[config.mk]
export PLATFORM = sky130hd
export DESIGN_NAME = cursor_tracker
export DESIGN_NICKNAME = d
export VERILOG_FILES = /design/src/rtl/cursor_tracker.sv
export SDC_FILE = /design/constraint.sdc
export NUM_CORES = 1
export LEC_CHECK = 0
export ABC_AREA = 1
export CAP_MARGIN = 40
export CORE_MARGIN = 4
export CORE_UTILIZATION = 64
export CTS_CLUSTER_DIAMETER = 40
export DETAILED_ROUTE_END_ITERATION = 8
export PLACE_DENSITY_LB_ADDON = 0.05
export SETUP_SLACK_MARGIN = 0.5
export SLEW_MARGIN = 20
export SYNTH_ARGS = -nofsm -noshare
export SYNTH_HDL_FRONTEND = slang
export SYNTH_SLANG_ARGS = --single-unit
[constraint.sdc]
create_clock -name frame_clk -period 6.2 [get_ports frame_clk]
set_input_delay 0.62 -clock frame_clk [delete_from_list [all_inputs] [get_ports frame_clk]]
set_output_delay 0.62 -clock frame_clk [all_outputs]
set_load 0.01 [all_outputs]
[src/rtl/cursor_tracker.sv]
`default_nettype none
// ============================================================================
// Module   : cursor_tracker
// Purpose  : Saturating cursor integrator with click/drag FSM, right-click
//            detection and a one-entry valid/ready pointer-event register.
// Revision : 1.0 - initial release
// ============================================================================
module cursor_tracker #(
    parameter int POS_W       = 10,
    parameter int X_MAX       = 639,
    parameter int Y_MAX       = 479,
    parameter int X_CENTER    = 320,
    parameter int Y_CENTER    = 240,
    parameter int DISP_W      = 8,
    parameter int DEADZONE    = 4,
    parameter int SHIFT       = 1,
    parameter int KEY_STEP    = 1,
    parameter int DRAG_THRESH = 3
) (
    input  logic              Reset,
    input  logic              frame_clk,
    input  logic [7:0]        keycode,
    input  logic [DISP_W-1:0] x_disp,
    input  logic [DISP_W-1:0] y_disp,
    input  logic [2:0]        buttons,
    output logic [POS_W-1:0]  MouseX,
    output logic [POS_W-1:0]  MouseY,
    output logic              dragging,
    output logic              evt_valid,
    output logic [1:0]        evt_type,
    output logic [POS_W-1:0]  evt_x,
    output logic [POS_W-1:0]  evt_y,
    input  logic              evt_ready,
    output logic              evt_overflow
);

    // Arithmetic width: POS_W+2, widened only if a displacement would not fit.
    localparam int MOT_W = (DISP_W + 1 > POS_W + 2) ? DISP_W + 1 : POS_W + 2;

    localparam logic [7:0] KEY_LEFT  = 8'h01;
    localparam logic [7:0] KEY_RIGHT = 8'h02;
    localparam logic [7:0] KEY_DOWN  = 8'h04;
    localparam logic [7:0] KEY_UP    = 8'h1A;

    localparam logic [1:0] EVT_CLICK = 2'd0;
    localparam logic [1:0] EVT_DROP  = 2'd1;
    localparam logic [1:0] EVT_RIGHT = 2'd2;

    localparam logic signed [MOT_W-1:0] MOT_STEP = MOT_W'(KEY_STEP);

    typedef enum logic [1:0] {
        IDLE    = 2'd0,
        PRESSED = 2'd1,
        DRAG    = 2'd2
    } state_t;

    // ------------------------------------------------------------------------
    // Motion and saturation helpers
    // ------------------------------------------------------------------------
    function automatic logic signed [MOT_W-1:0] axis_motion(input logic [DISP_W-1:0] d);
        logic [DISP_W-1:0] mag;
        logic [MOT_W-1:0]  step;
        // The most-negative sample negates to itself, which read unsigned is 2^(DISP_W-1).
        mag  = d[DISP_W-1] ? (~d + DISP_W'(1)) : d;
        step = MOT_W'(mag >> SHIFT);
        if (int'(mag) <= DEADZONE) begin
            return '0;
        end
        return d[DISP_W-1] ? -$signed(step) : $signed(step);
    endfunction

    function automatic logic [POS_W-1:0] saturate(input logic signed [MOT_W-1:0] v,
                                                  input int                      lim);
        if (v[MOT_W-1]) begin
            return '0;
        end
        if (int'(v) > lim) begin
            return POS_W'(lim);
        end
        return v[POS_W-1:0];
    endfunction

    // ------------------------------------------------------------------------
    // Internal signals
    // ------------------------------------------------------------------------
    state_t                   state;
    logic [1:0]               btn_prev;
    logic [POS_W-1:0]         press_x;
    logic [POS_W-1:0]         press_y;

    logic signed [MOT_W-1:0]  mot_x;
    logic signed [MOT_W-1:0]  mot_y;
    logic signed [MOT_W-1:0]  sum_x;
    logic signed [MOT_W-1:0]  sum_y;
    logic [POS_W-1:0]         next_x;
    logic [POS_W-1:0]         next_y;

    logic                     left_rise;
    logic                     left_fall;
    logic                     right_rise;
    logic [POS_W-1:0]         dist_x;
    logic [POS_W-1:0]         dist_y;
    logic                     beyond_thresh;

    logic                     left_evt;
    logic [1:0]               left_type;
    logic [POS_W-1:0]         left_x;
    logic [POS_W-1:0]         left_y;

    logic                     new_evt;
    logic [1:0]               new_type;
    logic [POS_W-1:0]         new_x;
    logic [POS_W-1:0]         new_y;
    logic                     lost_right;
    logic                     evt_load;
    logic                     evt_drop;

    logic                     unused_middle;

    assign unused_middle = buttons[2];

    // ------------------------------------------------------------------------
    // Position datapath
    // ------------------------------------------------------------------------
    always_comb begin
        mot_x = axis_motion(x_disp);
        mot_y = axis_motion(y_disp);
        case (keycode)
            KEY_LEFT: begin
                mot_x = -MOT_STEP;
                mot_y = '0;
            end
            KEY_RIGHT: begin
                mot_x = MOT_STEP;
                mot_y = '0;
            end
            KEY_DOWN: begin
                mot_x = '0;
                mot_y = MOT_STEP;
            end
            KEY_UP: begin
                mot_x = '0;
                mot_y = -MOT_STEP;
            end
            default: ;
        endcase
    end

    assign sum_x  = $signed(MOT_W'(MouseX)) + mot_x;
    assign sum_y  = $signed(MOT_W'(MouseY)) + mot_y;
    assign next_x = saturate(sum_x, X_MAX);
    assign next_y = saturate(sum_y, Y_MAX);

    always_ff @(posedge frame_clk or posedge Reset) begin
        if (Reset) begin
            MouseX   <= POS_W'(X_CENTER);
            MouseY   <= POS_W'(Y_CENTER);
            btn_prev <= 2'b00;
        end else begin
            MouseX   <= next_x;
            MouseY   <= next_y;
            btn_prev <= buttons[1:0];
        end
    end

    // ------------------------------------------------------------------------
    // Button edges and drag distance (against registered position)
    // ------------------------------------------------------------------------
    assign left_rise  =  buttons[0] & ~btn_prev[0];
    assign left_fall  = ~buttons[0] &  btn_prev[0];
    assign right_rise =  buttons[1] & ~btn_prev[1];

    assign dist_x = (MouseX >= press_x) ? (MouseX - press_x) : (press_x - MouseX);
    assign dist_y = (MouseY >= press_y) ? (MouseY - press_y) : (press_y - MouseY);
    assign beyond_thresh = (int'(dist_x) > DRAG_THRESH) || (int'(dist_y) > DRAG_THRESH);

    // ------------------------------------------------------------------------
    // Left-button click/drag FSM
    // ------------------------------------------------------------------------
    always_ff @(posedge frame_clk or posedge Reset) begin
        if (Reset) begin
            state    <= IDLE;
            dragging <= 1'b0;
            press_x  <= '0;
            press_y  <= '0;
        end else begin
            case (state)
                IDLE: begin
                    if (left_rise) begin
                        state   <= PRESSED;
                        press_x <= MouseX;
                        press_y <= MouseY;
                    end
                end
                PRESSED: begin
                    // A release beats the drag test on the same edge.
                    if (left_fall) begin
                        state <= IDLE;
                    end else if (beyond_thresh) begin
                        state    <= DRAG;
                        dragging <= 1'b1;
                    end
                end
                DRAG: begin
                    if (left_fall) begin
                        state    <= IDLE;
                        dragging <= 1'b0;
                    end
                end
                default: begin
                    state    <= IDLE;
                    dragging <= 1'b0;
                end
            endcase
        end
    end

    always_comb begin
        left_evt  = 1'b0;
        left_type = EVT_CLICK;
        left_x    = press_x;
        left_y    = press_y;
        case (state)
            PRESSED: begin
                left_evt = left_fall;
            end
            DRAG: begin
                left_evt  = left_fall;
                left_type = EVT_DROP;
                left_x    = next_x;
                left_y    = next_y;
            end
            default: ;
        endcase
    end

    // ------------------------------------------------------------------------
    // Event arbitration and one-entry event register
    // ------------------------------------------------------------------------
    assign new_evt    = left_evt | right_rise;
    assign new_type   = left_evt ? left_type : EVT_RIGHT;
    assign new_x      = left_evt ? left_x    : MouseX;
    assign new_y      = left_evt ? left_y    : MouseY;
    assign lost_right = left_evt & right_rise;
    assign evt_load   = new_evt & (~evt_valid | evt_ready);
    assign evt_drop   = new_evt & evt_valid & ~evt_ready;

    always_ff @(posedge frame_clk or posedge Reset) begin
        if (Reset) begin
            evt_valid    <= 1'b0;
            evt_type     <= EVT_CLICK;
            evt_x        <= '0;
            evt_y        <= '0;
            evt_overflow <= 1'b0;
        end else begin
            if (evt_load) begin
                evt_valid <= 1'b1;
                evt_type  <= new_type;
                evt_x     <= new_x;
                evt_y     <= new_y;
            end else if (evt_ready) begin
                evt_valid <= 1'b0;
            end
            if (evt_drop || lost_right) begin
                evt_overflow <= 1'b1;
            end
        end
    end

endmodule
`default_nettype wire

Word-level counts from Yosys, hierarchy flattened
Index checks and enable logic that the tools add are counted.

storage, ports and cells
  bits in registers = 69
  input port bits = 30
  output and inout bits = 45
  logic and storage cells = 114

operators by class
  add/subtract/negate cells = 10
  $lt $le $gt $ge = 8
  equal/unequal tests = 11
  muxes and demuxes = 46
  bitwise operators = 17
  reduce and logical (&&, ||, !) cells = 10

operator list
  cell                                                                                number
  10-bit two-way mux                                                                  14
  12-bit two-way mux                                                                  6
  12-bit one-hot mux with 3 select lines                                              2
  10-bit subtractor                                                                   4
  11-bit by 12-bit adder with 12-bit output                                           2
  7-bit negation with 12-bit output                                                   2
  10-bit >= comparator                                                                2
  10-bit by 2-bit greater-than comparator with 1-bit output (second input constant)   2
  8-bit by 1-bit adder with 8-bit output (second input constant)                      2
  8-bit by 3-bit <= comparator with 1-bit output (second input constant)              2
  8-bit two-way mux                                                                   2
  8-bit NOT                                                                           2
  1-bit two-way mux                                                                   15
  12-bit by 10-bit greater-than comparator with 1-bit output (second input constant)  1
  12-bit by 11-bit greater-than comparator with 1-bit output (second input constant)  1
  2-bit two-way mux                                                                   5
  8-bit by 1-bit == test with 1-bit output (second input constant)                    1
  8-bit by 2-bit == test with 1-bit output (second input constant)                    1
  8-bit by 3-bit == test with 1-bit output (second input constant)                    1
  8-bit by 5-bit == test with 1-bit output (second input constant)                    1
  2-bit inequality test (second input constant)                                       4
  1-bit AND                                                                           7
  1-bit NOT                                                                           6
  2-bit one-hot mux with 3 select lines                                               1
  12 further kinds                                                                    16

Depth between registers and ports, before layout
  word-level depth = 15
  gate-level depth with buffers = 31
  mapped depth without buffers = 31

Worst setup path after synthesis
Ideal clock, no wire load.

  path type = input-to-reg
  from = input port x_disp[0]
  to = register evt_x[0]
  library setup time = 117 ps
  arrival time = 3306 ps
  data required time = 6083 ps
  path slack = 2778 ps
  cell stages on the path = 28
  buffers on the path = 0
  cell sequence = inv_1 ha_1 inv_1 nand2_1 nand2_1 nand2_1 nand2_1 ha_1 nand3_1 nor2_1 nand2_1 nor2_1 nand2_1 nand3_2 nor2_1 ha_1 nand2_1 nor2_1 nand3_1 o2111ai_1 xor2_1 inv_1 nand2_2 nand3_1 nand2_1 nand2_1 nand2_1 nand2_1

on the way
  longest elaborated chain between the ends = 15
  elaborated cells on any way between the ends = 19
  those cells by class = add/sub (3); order compare (2); mux (13); bitwise (1)

RTL lines
  item                                                                                                 line    RTL
  from (decl)                                                                                          23      input logic [DISP_W-1:0] x_disp,
  8-bit NOT                                                                                            64      mag = d[DISP_W-1] ? (~d + DISP_W'(1)) : d;
  8-bit by 1-bit adder with 8-bit output                                                               64
  8-bit two-way mux *                                                                                  64
  7-bit negation with 12-bit output or 8-bit by 3-bit <= comparator with 1-bit output (tied branches)  69, 66
  12-bit two-way mux or 1-bit two-way mux (tied branches)                                              69, 66
  12-bit two-way mux *                                                                                 69      return d[DISP_W-1] ? -$signed(step) : $signed(step);
  12-bit one-hot mux with 3 select lines *                                                             128     case (keycode)
  11-bit by 12-bit adder with 12-bit output *                                                          149     assign sum_x = $signed(MOT_W'(MouseX)) + mot_x;
  12-bit by 11-bit greater-than comparator with 1-bit output                                           77      if (int'(v) > lim) begin
  1-bit two-way mux (2 in series)                                                                      77
  10-bit two-way mux                                                                                   80      return v[POS_W-1:0];
  10-bit two-way mux *                                                                                 77
  10-bit two-way mux *                                                                                 223     case (state)
  10-bit two-way mux *                                                                                 242     assign new_x = left_evt ? left_x : MouseX;
  to (signal assigned)                                                                                 259     evt_x <= new_x;
  to (decl)                                                                                            31      output logic [POS_W-1:0] evt_x,

Mark *: on every way between the ends. The rest lies on a longest branch, timed or not. The select of a mux whose other input is x is not followed.
A chain may end at the register's enable or synchronous reset.

Worst setup path in the final report
  from = input port x_disp[7]
  to = register evt_x[5]

on the way
  longest elaborated chain between the ends = 15
  elaborated cells on any way between the ends = 19
  those cells by class = add/sub (3); order compare (2); mux (13); bitwise (1)

RTL lines
  item                                                                                                 line
  8-bit NOT                                                                                            64
  8-bit by 1-bit adder with 8-bit output                                                               64
  8-bit two-way mux                                                                                    64
  7-bit negation with 12-bit output or 8-bit by 3-bit <= comparator with 1-bit output (tied branches)  69, 66
  12-bit two-way mux or 1-bit two-way mux (tied branches)                                              69, 66
  12-bit two-way mux *                                                                                 69
  12-bit one-hot mux with 3 select lines *                                                             128
  11-bit by 12-bit adder with 12-bit output *                                                          149
  12-bit by 11-bit greater-than comparator with 1-bit output                                           77
  1-bit two-way mux (2 in series)                                                                      77
  10-bit two-way mux                                                                                   80
  10-bit two-way mux *                                                                                 77
  10-bit two-way mux *                                                                                 223
  10-bit two-way mux *                                                                                 242

Marks and branches as above.

==> impl.org <==
** Clock network
- Clk sinks :: 69
- The longest clock path from root to sink contains 2 buffers.
- Post-CTS Setup Inserts :: 0
- Root buffer cell :: sky130_fd_sc_hd__clkbuf_16
- Clock-pin slew was measured on the worst setup and hold paths at 0.05 ns.
- Clock tree from TritonCTS :: done
- Total CTS buffers :: 9
- Gates resized during post-CTS repair numbered 0.
- The H-tree generated during clock tree synthesis spans 3 levels.
- Hold Buf Count CTS :: 0
- Insertion delay to the later sink of the worst-skew pair :: 0.32 ns

** Yosys
- When the netlist entered floorplanning its net count stood at 1244.
- Synthesis handed over a netlist of approximately 1100 instances.
- Area share of the largest cell type after synthesis :: 0.213
- Number of register bits inferred by synthesis :: 69
- During synthesis, Yosys emitted a total of 0 warnings.
- Per-instance average area after synthesis :: 6.49 sq um
- In this run, synthesis inferred 0 flip-flops with an integrated enable.
- Cell variety after synth :: 50
- Of the synthesized area, sequential elements account for 0.234.
- Summed instance area of the synthesized netlist :: 7400 sq um
- After synthesis, the cell types taking the most area are sky130_fd_sc_hd__dfrtp_1, sky130_fd_sc_hd__nand2_1, sky130_fd_sc_hd__ha_1.
- For this run, the leading register cell type out of synthesis is sky130_fd_sc_hd__dfrtp_1.
- Asr flop ratio synth :: 1.00
- Cell type contributing the most total cell area after synthesis :: sky130_fd_sc_hd__dfrtp_1

** Worst setup path
- Largest delay contributor family on the critical path :: simple AND/OR/NAND/NOR gates
- Capturing element type of the critical path :: register
- Startpoint types :: input pin
- WP buf/inv :: 3
- At the worst endpoint, the required time is 6.41 ns.
- Cell breakdown of the critical path :: clkdlybuf4s50_1 > o21ai_2 > inv_1 > ha_1 > nand3_1 > nor2_1 > nand2_1 > nor2_1 > nand2_1 > nand3_2 > nor2_1 > ha_1 > nand2_1 > nor2_1 > nand3_1 > o2111ai_1 > xor2_1 > inv_1 > nand2_2 > nand3_1 > nand2_1 > nand2_1 > nand2_1 > nand2_1
- Critical path start-end classification :: in -> reg
- Among the stages of the critical path, the cell type that occurs most often is sky130_fd_sc_hd__nand2_1.
- Standard cell with the maximum stage delay on the critical path :: sky130_fd_sc_hd__clkdlybuf4s50_1
- For this run, the slowest stage of the critical path takes just under 0.9 ns.
- Along the worst path, the maximum fanout reaches 18.
- Critical Path AT :: 4.40 ns

** Timing
- Final Slew Violations :: 0
- PnR worst setup slack :: 2.01 ns
- Part of the cycle the worst path needs :: 0.676
- For the final routed database, the setup TNS stands at 0 ns.
- Setup violations remaining at the end of the flow were counted as 0.
- Endpoints failing hold :: 0
- Setup repair after global routing left no endpoint under its margin.
- Relative slew margins :: 0.473
- Based on the critical path, the design can be clocked at up to between 0.2 and 0.25 GHz.
- Actual slew at the worst max-slew pin :: 0.790 ns
- Between clock sinks in the finished design, the worst skew comes to 0.00311 ns.
- Across all hold checks on the routed design, the worst slack comes to 0.475 ns.
- The worst path in the final design needs a cycle of ~4.2 ns, including I/O delays and setup.

** Floorplan
- Pin placement for this block handled 75 I/O pins.
- The core region is ~11000 sq um.
- Starting density of the core :: 0.651
- Measured along the x axis, the die boundary spans 116 um.
- The floorplan step defined a die boundary enclosing 13300 sq um.
- The die is 116 um tall.
- FP Rows :: 39

** GRT
- GRT Resource Usage Total :: 0.267
- Number of antenna violations at the first check in global routing :: 0
- The total overflow left after global routing is 0.
- Entering global routing, the biggest net connects 41 pins.
- The via count of the first global-routing pass was roughly 6700.
- Wire length of the first global-routing pass :: 29500 um

** Route
- Summing over every cut layer, the via total after detailed routing is 7115.
- In the routed design, unresolved DRC markers number 0.
- The final layout contains routed wiring with a total length of 17300 um.
- DR vias/cell :: 5.28
- First DRT Iteration DRCs :: 452
- ANT nets after route :: 0
- Detailed-router iteration count before antenna repair :: 5
- Wirelength per Cell :: 12.9 um

** Cells and area
- Post-route standard cell area excluding fillers :: 8470 sq um
- Counting the fill cells in the layout gives 951.
- In the final layout, the share of cells above drive strength 1 is 0.0748.
- Leaving out fill and tap cells, the most frequent cells in the layout are sky130_fd_sc_hd__nand2_1, sky130_fd_sc_hd__inv_1, sky130_fd_sc_hd__nand3_1.
- Number of nets at the end of the flow :: 1303
- Leaving out fill and tap cells, the most frequent cell in the layout is sky130_fd_sc_hd__nand2_1.
- The number of antenna diodes in the final layout is 0.
- Area growth from synthesis to layout :: 14.5%

** Place
- Port bufs :: 73
- Routability-driven placement finished with a final weighted congestion of between 0.9 and 1.
- After detailed placement, the total cell area comes to between 8000 and 9000 sq um.
- Detailed placer's ending HPWL :: 13900 um
- Timing analysis after detailed placement gives a worst setup slack of 1.71 ns.

** Power
- PD cells :: approximately 570 nW/um^2
- The worst-case IR drop observed on VDD is 0.392 mV.
- Leakage Power :: approximately 0.0046 uW

** Outcome
- The run finished with clean final reports.

** Job
- Max-cap violations in this run came to 0.

** Worst hold path
- Hold Path Class :: reg -> reg
[stage by stage]
step | power (uW) | std cells | utilization
detailed placement | 4250 | 1331 | 0.719
global placement | 4160 | 1330 | 0.717
floorplan | 3410 | 1140 | -
finish | 4800 | 1347 | 0.745
CTS | 4780 | 1347 | 0.745
global route | 5330 | 1347 | 0.745
[area by class of cell]
class                           count  area (sq um)  area share
Multi-Input combinational cell    851          4770       0.564
Sequential cell                    69          1730       0.205
Tap cell                          143           179      0.0211
Inverter                          192           723      0.0854
Clock buffer                       11           243      0.0287
Clock inverter                      5          50.0     0.00591
Timing Repair Buffer               76           766      0.0904
[sequential cells by signal (all words and copies together) (netlist names)]
name,flops
evt_y,10
evt_type,2
evt_x,10
evt_valid,1
dragging,1
btn_prev,2
MouseX,10
state,2
press_x,10
press_y,10
evt_overflow,1
MouseY,10
[metal layers]
metal	global-route usage	share of wire	routed length, um
met1	0.356	0.46	8020
met2	0.454	0.46	8040
met3	0.0282	0.048	829
met4	0.0908	0.026	453
met5	0	0	0
[tightest hold or removal path, delay by kind of cell, from the launching register on]
family          cells  cell delay [ns]
simple gates        1             0.04
compound gates      1             0.05
flops               1             0.34
[cell families (layout without fill, tap and decap cells)]
group | after synthesis | after routing | synth area share
AOI/OAI and AO/OA | 169 | 169 | 0.126
xor gates and xnor gates | 40 | 40 | 0.0484
adders and majority gates | 74 | 74 | 0.131
buffers and inverters | 220 | 284 | 0.120
DFF | 69 | 69 | 0.234
other | 1 | 1 | 0.000507
and+or+nand+nor | 567 | 567 | 0.339
[Yosys cell counts, types with 5 or more instances]
library cell / instances
sky130_fd_sc_hd__fa_1: 6
sky130_fd_sc_hd__buf_4: 5
sky130_fd_sc_hd__a21oi_1: 67
sky130_fd_sc_hd__nor3_1: 5
sky130_fd_sc_hd__nand3_1: 78
sky130_fd_sc_hd__inv_1: 186
sky130_fd_sc_hd__xor2_1: 34
sky130_fd_sc_hd__o211ai_1: 5
sky130_fd_sc_hd__nor2_1: 76
sky130_fd_sc_hd__a21o_1: 6
sky130_fd_sc_hd__xnor2_1: 5
sky130_fd_sc_hd__ha_1: 68
sky130_fd_sc_hd__nand2_1: 338
sky130_fd_sc_hd__o21ai_0: 59
sky130_fd_sc_hd__o21ai_1: 12
sky130_fd_sc_hd__nand4_1: 8
sky130_fd_sc_hd__clkbuf_1: 13
sky130_fd_sc_hd__nand2_2: 26
sky130_fd_sc_hd__dfstp_2: 6
sky130_fd_sc_hd__buf_6: 5
sky130_fd_sc_hd__dfrtp_1: 63
sky130_fd_sc_hd__nor2_2: 11
[where the power goes]
part           switching, uW  internal, uW
Combinational           2080          1330
Sequential               216           663
Clock                    185           319
Total                   2490          2310
[final timing paths]
path / startpoint / to / slack, ns / depth (start not counted)
max: x_disp[7] / evt_x[5] / 2.01 / 24
min: evt_overflow / evt_overflow / 0.47 / 2
max reg2reg: MouseX[5] / state[1] / 3.47 / 17
min reg2reg: evt_overflow / evt_overflow / 0.47 / 2
max in group asynchronous: Reset / MouseY[4] / 4.87 / 4
min in group asynchronous: Reset / press_y[1] / 0.71 / 3
Power figures use the tool's default switching activity.
